`src/rtl/hazard_stall_ctl_pkg.sv`:
```
// Shared pipeline definitions for the decode-stage hazard/stall controller:
// opcode/funct constants, FSM state encoding, NOP encoding and small decode helpers.
package hazard_stall_ctl_pkg;

    localparam logic [5:0] OP_RTYPE    = 6'b000000;
    localparam logic [5:0] OP_BEQ      = 6'b000100;
    localparam logic [5:0] OP_BNE      = 6'b000101;
    localparam logic [5:0] OP_BLEZ     = 6'b000110;
    localparam logic [5:0] OP_BGTZ     = 6'b000111;
    localparam logic [2:0] OP_STORE_HI = 3'b101;
    localparam logic [5:0] FN_JR       = 6'b001000;

    localparam logic [31:0] NOP_INSTR  = 32'h0000_0000;

    typedef enum logic [1:0] {
        ST_RUN   = 2'd0,
        ST_STALL = 2'd1,
        ST_EXT   = 2'd2
    } stall_state_e;

    // Branches and jr resolve in ID, so they need their operands one stage earlier.
    function automatic logic is_branch(input logic [5:0] op, input logic [5:0] fn);
        return (op == OP_BEQ) || (op == OP_BNE) || (op == OP_BLEZ) || (op == OP_BGTZ) ||
               ((op == OP_RTYPE) && (fn == FN_JR));
    endfunction

    // rt is only read as a source by R-type, beq/bne and stores; elsewhere it is a dest or unused.
    function automatic logic uses_rt(input logic [5:0] op);
        return (op == OP_RTYPE) || (op == OP_BEQ) || (op == OP_BNE) || (op[5:3] == OP_STORE_HI);
    endfunction

endpackage

```
`src/rtl/hazard_stall_ctl_if.sv`:
```
// Decode-stage control bundle between the pipeline (master) and the hazard/stall controller (slave).
// STALL_CYCLES exists only when HAZARD_STATS_EN is defined.
interface hazard_stall_ctl_if #(parameter int STAT_W = 16);

    logic [31:0] Instr;
    logic        RegWrite;
    logic        RegDest;
    logic        MemRead;
    logic        FWD_REQ_FREEZE;
    logic        EXT_STALL;
    logic        FREEZE_IFID;
    logic        BUBBLE_IDEXE;
    logic [1:0]  STALL_STATE;
`ifdef HAZARD_STATS_EN
    logic [STAT_W-1:0] STALL_CYCLES;
`endif

    modport master (
`ifdef HAZARD_STATS_EN
        input  STALL_CYCLES,
`endif
        output Instr, RegWrite, RegDest, MemRead, FWD_REQ_FREEZE, EXT_STALL,
        input  FREEZE_IFID, BUBBLE_IDEXE, STALL_STATE
    );

    modport slave (
`ifdef HAZARD_STATS_EN
        output STALL_CYCLES,
`endif
        input  Instr, RegWrite, RegDest, MemRead, FWD_REQ_FREEZE, EXT_STALL,
        output FREEZE_IFID, BUBBLE_IDEXE, STALL_STATE
    );

endinterface

```
`src/rtl/hazard_stall_ctl_load_dest_history.sv`:
```
// Two-deep history of load destination registers: lh0 = load now in EXE, lh1 = load now in MEM.
// Holds while the whole pipe is frozen; a bubble entering EXE shifts in register 0.
module load_dest_history (
    input  logic       CLK,
    input  logic       RESET,
    input  logic       hold,
    input  logic       clear,
    input  logic [4:0] dest_in,
    output logic [4:0] lh0,
    output logic [4:0] lh1
);

    // Advance the load history alongside ID/EXE and EXE/MEM.
    always_ff @(posedge CLK or posedge RESET) begin
        if (RESET) begin
            lh0 <= 5'd0;
            lh1 <= 5'd0;
        end else if (!hold) begin
            lh1 <= lh0;
            lh0 <= clear ? 5'd0 : dest_in;
        end
    end

endmodule

```
`src/rtl/hazard_stall_ctl.sv`:
```
// Decode-stage hazard/stall controller. Detects load-use and branch/jr dependences that forwarding
// cannot cover, merges them with the forwarding unit's freeze request and external memory stalls,
// and drives the PC/IF-ID freeze and the ID/EXE bubble.
// Optional feature macro: HAZARD_STATS_EN adds the saturating STALL_CYCLES counter.
module hazard_stall_ctl
    import hazard_stall_ctl_pkg::*;
#(
    parameter int MAX_STALL = 2,
    parameter int STAT_W    = 16
) (
    input logic               CLK,
    input logic               RESET,
    hazard_stall_ctl_if.slave bus
);

    localparam int CNT_W = $clog2(MAX_STALL + 1);

    logic [5:0]       opcode;
    logic [5:0]       funct;
    logic [4:0]       rs;
    logic [4:0]       rt;
    logic [4:0]       rd;
    logic             branch;
    logic             rt_used;
    logic [4:0]       id_dest;
    logic [4:0]       lh0;
    logic [4:0]       lh1;
    logic             hit_exe;
    logic             hit_mem;
    logic [CNT_W-1:0] need;
    logic [CNT_W-1:0] need_m1;
    logic [CNT_W-1:0] cnt_q;
    logic [CNT_W-1:0] cnt_d;
    logic [CNT_W-1:0] cnt_dec;
    stall_state_e     state_q;
    stall_state_e     state_d;
    stall_state_e     resume_q;
    stall_state_e     resume_d;
    stall_state_e     eff_state;
    logic             freeze;
    logic             bubble;

    assign opcode  = bus.Instr[31:26];
    assign rs      = bus.Instr[25:21];
    assign rt      = bus.Instr[20:16];
    assign rd      = bus.Instr[15:11];
    assign funct   = bus.Instr[5:0];
    assign branch  = is_branch(opcode, funct);
    assign rt_used = uses_rt(opcode);
    assign id_dest = (bus.RegWrite && bus.MemRead) ? (bus.RegDest ? rd : rt) : 5'd0;

    // A match against register 0 can never be a real dependence.
    assign hit_exe = ((rs != 5'd0) && (rs == lh0)) || (rt_used && (rt != 5'd0) && (rt == lh0));
    assign hit_mem = ((rs != 5'd0) && (rs == lh1)) || (rt_used && (rt != 5'd0) && (rt == lh1));

    load_dest_history u_lh (
        .CLK     (CLK),
        .RESET   (RESET),
        .hold    (bus.EXT_STALL),
        .clear   (bubble),
        .dest_in (id_dest),
        .lh0     (lh0),
        .lh1     (lh1)
    );

    // Stall cycles the ID instruction still needs; the largest requirement wins.
    always_comb begin
        need = '0;
        if (bus.FWD_REQ_FREEZE || (hit_exe && !branch) || (hit_mem && branch)) begin
            need = CNT_W'(1);
        end
        if (hit_exe && branch) begin
            need = CNT_W'(2);
        end
    end

    assign need_m1   = (need == '0) ? '0 : need - CNT_W'(1);
    assign cnt_dec   = (cnt_q == '0) ? '0 : cnt_q - CNT_W'(1);
    assign eff_state = (state_q == ST_EXT) ? resume_q : state_q;

    // Next state and freeze/bubble; an external stall parks the hazard FSM where it is.
    always_comb begin
        state_d  = state_q;
        resume_d = resume_q;
        cnt_d    = cnt_q;
        freeze   = 1'b0;
        bubble   = 1'b0;
        if (bus.EXT_STALL) begin
            freeze   = 1'b1;
            state_d  = ST_EXT;
            resume_d = eff_state;
        end else if (eff_state == ST_STALL) begin
            freeze   = 1'b1;
            bubble   = 1'b1;
            cnt_d    = (cnt_dec > need_m1) ? cnt_dec : need_m1;
            state_d  = (cnt_d == '0) ? ST_RUN : ST_STALL;
            resume_d = state_d;
        end else begin
            state_d  = ST_RUN;
            resume_d = ST_RUN;
            if (need != '0) begin
                freeze = 1'b1;
                bubble = 1'b1;
                cnt_d  = need_m1;
                if (need_m1 != '0) begin
                    state_d = ST_STALL;
                end
                resume_d = state_d;
            end
        end
    end

    // FSM, paused-state and remaining-stall registers.
    always_ff @(posedge CLK or posedge RESET) begin
        if (RESET) begin
            state_q  <= ST_RUN;
            resume_q <= ST_RUN;
            cnt_q    <= '0;
        end else begin
            state_q  <= state_d;
            resume_q <= resume_d;
            cnt_q    <= cnt_d;
        end
    end

    assign bus.FREEZE_IFID  = freeze & ~RESET;
    assign bus.BUBBLE_IDEXE = bubble & ~RESET;
    assign bus.STALL_STATE  = state_q;

`ifdef HAZARD_STATS_EN
    logic [STAT_W-1:0] stat_q;

    // Count hazard bubble cycles, sticking at all-ones.
    always_ff @(posedge CLK or posedge RESET) begin
        if (RESET) begin
            stat_q <= '0;
        end else if (bubble && (stat_q != '1)) begin
            stat_q <= stat_q + STAT_W'(1);
        end
    end

    assign bus.STALL_CYCLES = stat_q;
`endif

endmodule

```
`src/flat_wrapper.sv`:
```
// flat-port wrapper written by rule: the top's interface ports become plain ports
module hazard_stall_ctl_flat import hazard_stall_ctl_pkg::*;
#(
    parameter int MAX_STALL = 2,
    parameter int STAT_W    = 16
)
  (CLK, RESET, bus_Instr, bus_RegWrite, bus_RegDest, bus_MemRead, bus_FWD_REQ_FREEZE, bus_EXT_STALL, bus_FREEZE_IFID, bus_BUBBLE_IDEXE, bus_STALL_STATE);
  hazard_stall_ctl_if #(.STAT_W(STAT_W)) bus_i ();
  input logic CLK;
  input logic RESET;
  input wire logic [$bits(bus_i.Instr)-1:0] bus_Instr;
  input wire logic [$bits(bus_i.RegWrite)-1:0] bus_RegWrite;
  input wire logic [$bits(bus_i.RegDest)-1:0] bus_RegDest;
  input wire logic [$bits(bus_i.MemRead)-1:0] bus_MemRead;
  input wire logic [$bits(bus_i.FWD_REQ_FREEZE)-1:0] bus_FWD_REQ_FREEZE;
  input wire logic [$bits(bus_i.EXT_STALL)-1:0] bus_EXT_STALL;
  output wire logic [$bits(bus_i.FREEZE_IFID)-1:0] bus_FREEZE_IFID;
  output wire logic [$bits(bus_i.BUBBLE_IDEXE)-1:0] bus_BUBBLE_IDEXE;
  output wire logic [$bits(bus_i.STALL_STATE)-1:0] bus_STALL_STATE;
  assign bus_i.Instr = bus_Instr;
  assign bus_i.RegWrite = bus_RegWrite;
  assign bus_i.RegDest = bus_RegDest;
  assign bus_i.MemRead = bus_MemRead;
  assign bus_i.FWD_REQ_FREEZE = bus_FWD_REQ_FREEZE;
  assign bus_i.EXT_STALL = bus_EXT_STALL;
  assign bus_FREEZE_IFID = bus_i.FREEZE_IFID;
  assign bus_BUBBLE_IDEXE = bus_i.BUBBLE_IDEXE;
  assign bus_STALL_STATE = bus_i.STALL_STATE;
  hazard_stall_ctl #(.MAX_STALL(MAX_STALL), .STAT_W(STAT_W)) u_core (.CLK(CLK), .RESET(RESET), .bus(bus_i));
endmodule
```
`config.mk`:
```
export PLATFORM = sky130hd
export DESIGN_NAME = hazard_stall_ctl_flat
export DESIGN_NICKNAME = d
export VERILOG_FILES = /design/src/rtl/hazard_stall_ctl_pkg.sv /design/src/rtl/hazard_stall_ctl_if.sv /design/src/rtl/hazard_stall_ctl_load_dest_history.sv /design/src/rtl/hazard_stall_ctl.sv /design/src/flat_wrapper.sv
export SDC_FILE = /design/constraint.sdc
export NUM_CORES = 1
export LEC_CHECK = 0
export ABC_AREA = 1
export BUFFER_PORTS_ARGS = -buffer_cell sky130_fd_sc_hd__buf_2
export CAP_MARGIN = 0
export CORE_MARGIN = 2
export CORE_UTILIZATION = 35
export DETAILED_ROUTE_END_ITERATION = 12
export GPL_TIMING_DRIVEN = 0
export PLACE_DENSITY = 0.57
export SLEW_MARGIN = 20
export SYNTH_ARGS = -nofsm -noshare
export SYNTH_HDL_FRONTEND = slang
export SYNTH_SLANG_ARGS = --single-unit
```
`constraint.sdc`:
```
create_clock -name CLK -period 4.23 [get_ports CLK]
set_clock_uncertainty 0.1 [all_clocks]
set_input_delay 0.2115 -clock CLK [delete_from_list [all_inputs] [get_ports CLK]]
set_output_delay 0.2115 -clock CLK [all_outputs]
set_load 0.01 [all_outputs]
```
==> results.md <==
* Status: finished, final reports clean
* RSZ-0062 raised after global routing: no
* Largest net degree at the start of global routing at 18
* Area of the core at 3100 um2
* Beginning of the critical path: u_core.u_lh.lh0[1]$_DFFE_PP0N_
* Layout cells sized above 1 at 23.7%
* # DRC at 0
* Die height at 61.6 um
* Cells on worst reg2reg path at 10
* Asr flop ratio synth at 100%
* Synth top cells by count: 62 x nand2_1, 21 x inv_1, 16 x dfrtp_1, 14 x nand3_1, 14 x nor2_1
* Filler cell count at around 350
* Layout area overhead at 25.1%
* Dpl hpwl at 2210 um
* CTS tree: done
* Min-Delay Path Class: in2reg
* Vias at between 1000 and 1500
* Mapped cell area at between 1000 and 1500 um2
* Critical R2R Launch: u_core.u_lh.lh0[1]$_DFFE_PP0N_
* CTS Sinks at 16
* Ports at 43
* Least-Margin Pin Slew at 650 ps
* Mean post-synth cell area at between 6 and 7 um2
* Pre-antenna DRT Iters at 4
* Max-cap violation count at 0
* Final core utilization at 46.9%
* VDD IR-drop max at 103 uV
* Starting density of the core at 37.5%
* Hold Fails Final Rpt at 0
* Distinct cells, synth at 22
* Share of the synthesized area in the top cell type at between 30% and 40%
* Slew HR at 56.6%
* CP startpoint kind: flip-flop
* Final Slew Violations at 0
* Worst-path clk slew at 100 ps
* CP max-delay cell: dfrtp_1
* Vias in the first global route at 1067
* Total clock buffers created by CTS at 3
* Die ar. at 3800 um2
* Fmax at 0.487 GHz
* DRT antenna net count at 0
* Required @ worst endpoint at approximately 4000 ps
* Most numerous cell in the Yosys netlist: nand2_1
* Placed cells at 253
* Ratio of routed vias to standard cells at 4.48
* Final worst path period share at 48.6%
* Sum of negative setup slack at 0 ps
* Post-synth EDFFs at 0
* Drt initial violations at 60
* Post-cts sizing count at 0
* Critical Path Sink Type: primary output
* CP Max Fanout at 6
* Clk buf depth at 2
* Synth Warn # at 0
* Yosys top cell by area: dfrtp_1
* # nets final at around 260
* Syn nets at 212
* Cells after synthesis at around 170
* Leak at 0.784 nW
* Top_reg_cell synth: dfrtp_1
* Post-Route WL at 2650 um
* Post-Layout Cell Count at 259
* Wire per inst at between 10 and 15 um
* Gpl congestion at 0.835
* Worst endpoint data arrival time at about 1700 ps
* WS Path Type: reg2out
* Power Density at between 200 and 250 nW/um2
* Hold WS at 174 ps
* Reg-to-reg setup timing slack at ~2700 ps
* Seq/Total Area, Yosys at about a third
* Synth top area cells: dfrtp_1 34%, nand2_1 20%, inv_1 6.8%
* Grt ovf at 0
* Flops & latches, synth at 16
* Worst-Skew Late Latency at 290 ps
* Diode count at 0
* RR Endpoint: u_core.cnt_q[0]$_DFFE_PP0P_
* Die width at 61.6 um
* Clock root cell: clkbuf_4
* Tmin final at 2050 ps
* First-pass GRT wire length at approximately 4300 um
* H-tree depth at 1
* Total global-route track usage at 15.7%
* Critical path cell sequence: xnor2_1, nand3_1, nor2_1, nand2_1, nand2_2, nor2_4, nand3_4, nand2_1, inv_1, buf_2
* FP Rows at 20
* Initial antenna violation count at 0
* CP most frequent cell: nand2_1
* Critical Path Max Stage Delay at 450 ps
* Setup violators final at 0
* Worst Setup EP: bus_FREEZE_IFID
* PortBufs at 36
-- kinds of logic (layout without fill, tap and decap cells) --
group	count (synthesis)	in the layout	share of synthesized area [%]
xor gates and xnor gates	13	13	9.80
AOI/OAI and AO/OA	18	18	9.36
DFF	16	16	34.4
and+or+nand+nor	102	102	38.6
buffers and inverters	24	66	7.75
-- per-layer routing --
layer,wire (um),vias to the layer above,track usage [%],share of wire (%)
met5,0,-,0,0
met4,61,0,9.12,2.3
met1,1280,497,19.3,48
met2,1150,39,26.2,43
li1,-,620,-,-
met3,158,4,1.89,6.0
-- worst min-delay path by stage --
stage | from | end | slack, ps | cells past startpoint
finish | bus_Instr[14] | u_core.u_lh.lh0[3]$_DFFE_PP0N_ | 170 | 5
global route | bus_Instr[14] | u_core.u_lh.lh0[3]$_DFFE_PP0N_ | 190 | 5
CTS | bus_Instr[14] | u_core.u_lh.lh0[3]$_DFFE_PP0N_ | 170 | 5
detailed placement | RESET | u_core.cnt_q[0]$_DFFE_PP0P_ | 250 | 2
global placement | RESET | u_core.cnt_q[0]$_DFFE_PP0P_ | 240 | 2
floorplan | RESET | u_core.bus.STALL_STATE[0]$_DFF_PP0_ | 30 | 1
-- stage by stage --
step | cell area, um2 | worst slack (ps) | total power, W
after global placement | 1400 | 2500 | 0.000237
after global routing | 1450 | 1970 | 0.000364
after detailed placement | 1400 | 2490 | 0.000239
after floorplan | 1160 | 2650 | 0.000208
final | 1450 | 2180 | 0.000342
after CTS | 1450 | 2140 | 0.000346
-- placed cells by master, fill, tap and decap left out, types with 3 or more instances in the layout --
| cell type | netlist | layout |
|---|---|---|
| xor2_1 | 4 | 4 |
| dfrtp_1 | 16 | 16 |
| xnor2_1 | 9 | 9 |
| nand2_2 | 3 | 3 |
| o21ai_0 | 11 | 11 |
| inv_1 | 21 | 21 |
| nand2_1 | 62 | 62 |
| buf_2 | 0 | 36 |
| nor2_1 | 14 | 14 |
| clkbuf_4 | 0 | 3 |
| nand3_1 | 14 | 14 |
| o21ai_2 | 5 | 5 |
-- layout make-up --
| type | instances | area (um2) | share of cell area, % |
|---|---|---|---|
| clock buffer | 4 | 36.3 | 2.50 |
| inverter | 22 | 82.6 | 5.68 |
| sequential | 16 | 400 | 27.5 |
| tap | 44 | 55.1 | 3.79 |
| timing repair buffer | 38 | 200 | 13.8 |
| buffer | 2 | 7.51 | 0.516 |
| multi-input combinational | 133 | 672 | 46.2 |
-- critical path, delay by kind of cell (launching register included) --
kind,cells,cell delay [ps]
buf+inv,2,180
flops,1,450
simple gates,7,610
xor+xnor,1,210
-- power by group --
group | switching, W | internal (W)
combinational | 0.0000413 | 0.0000325
sequential | 0.00000527 | 0.000157
clock | 0.0000531 | 0.0000525
total | 0.0000997 | 0.000242
-- state kept, by name (all words and copies together) (netlist names) --
name and cells:
u_core.resume_q 2, u_core.bus.STALL_STATE 2, u_core.u_lh.lh0 5, u_core.cnt_q 2, u_core.u_lh.lh1 5
-- timing repair --
action	in CTS	in global routing
endpoints found under the hold margin	17	0
setup buffers	0	0
hold buffers	2	0
No activity file was read; power rests on OpenSTA's default activity.
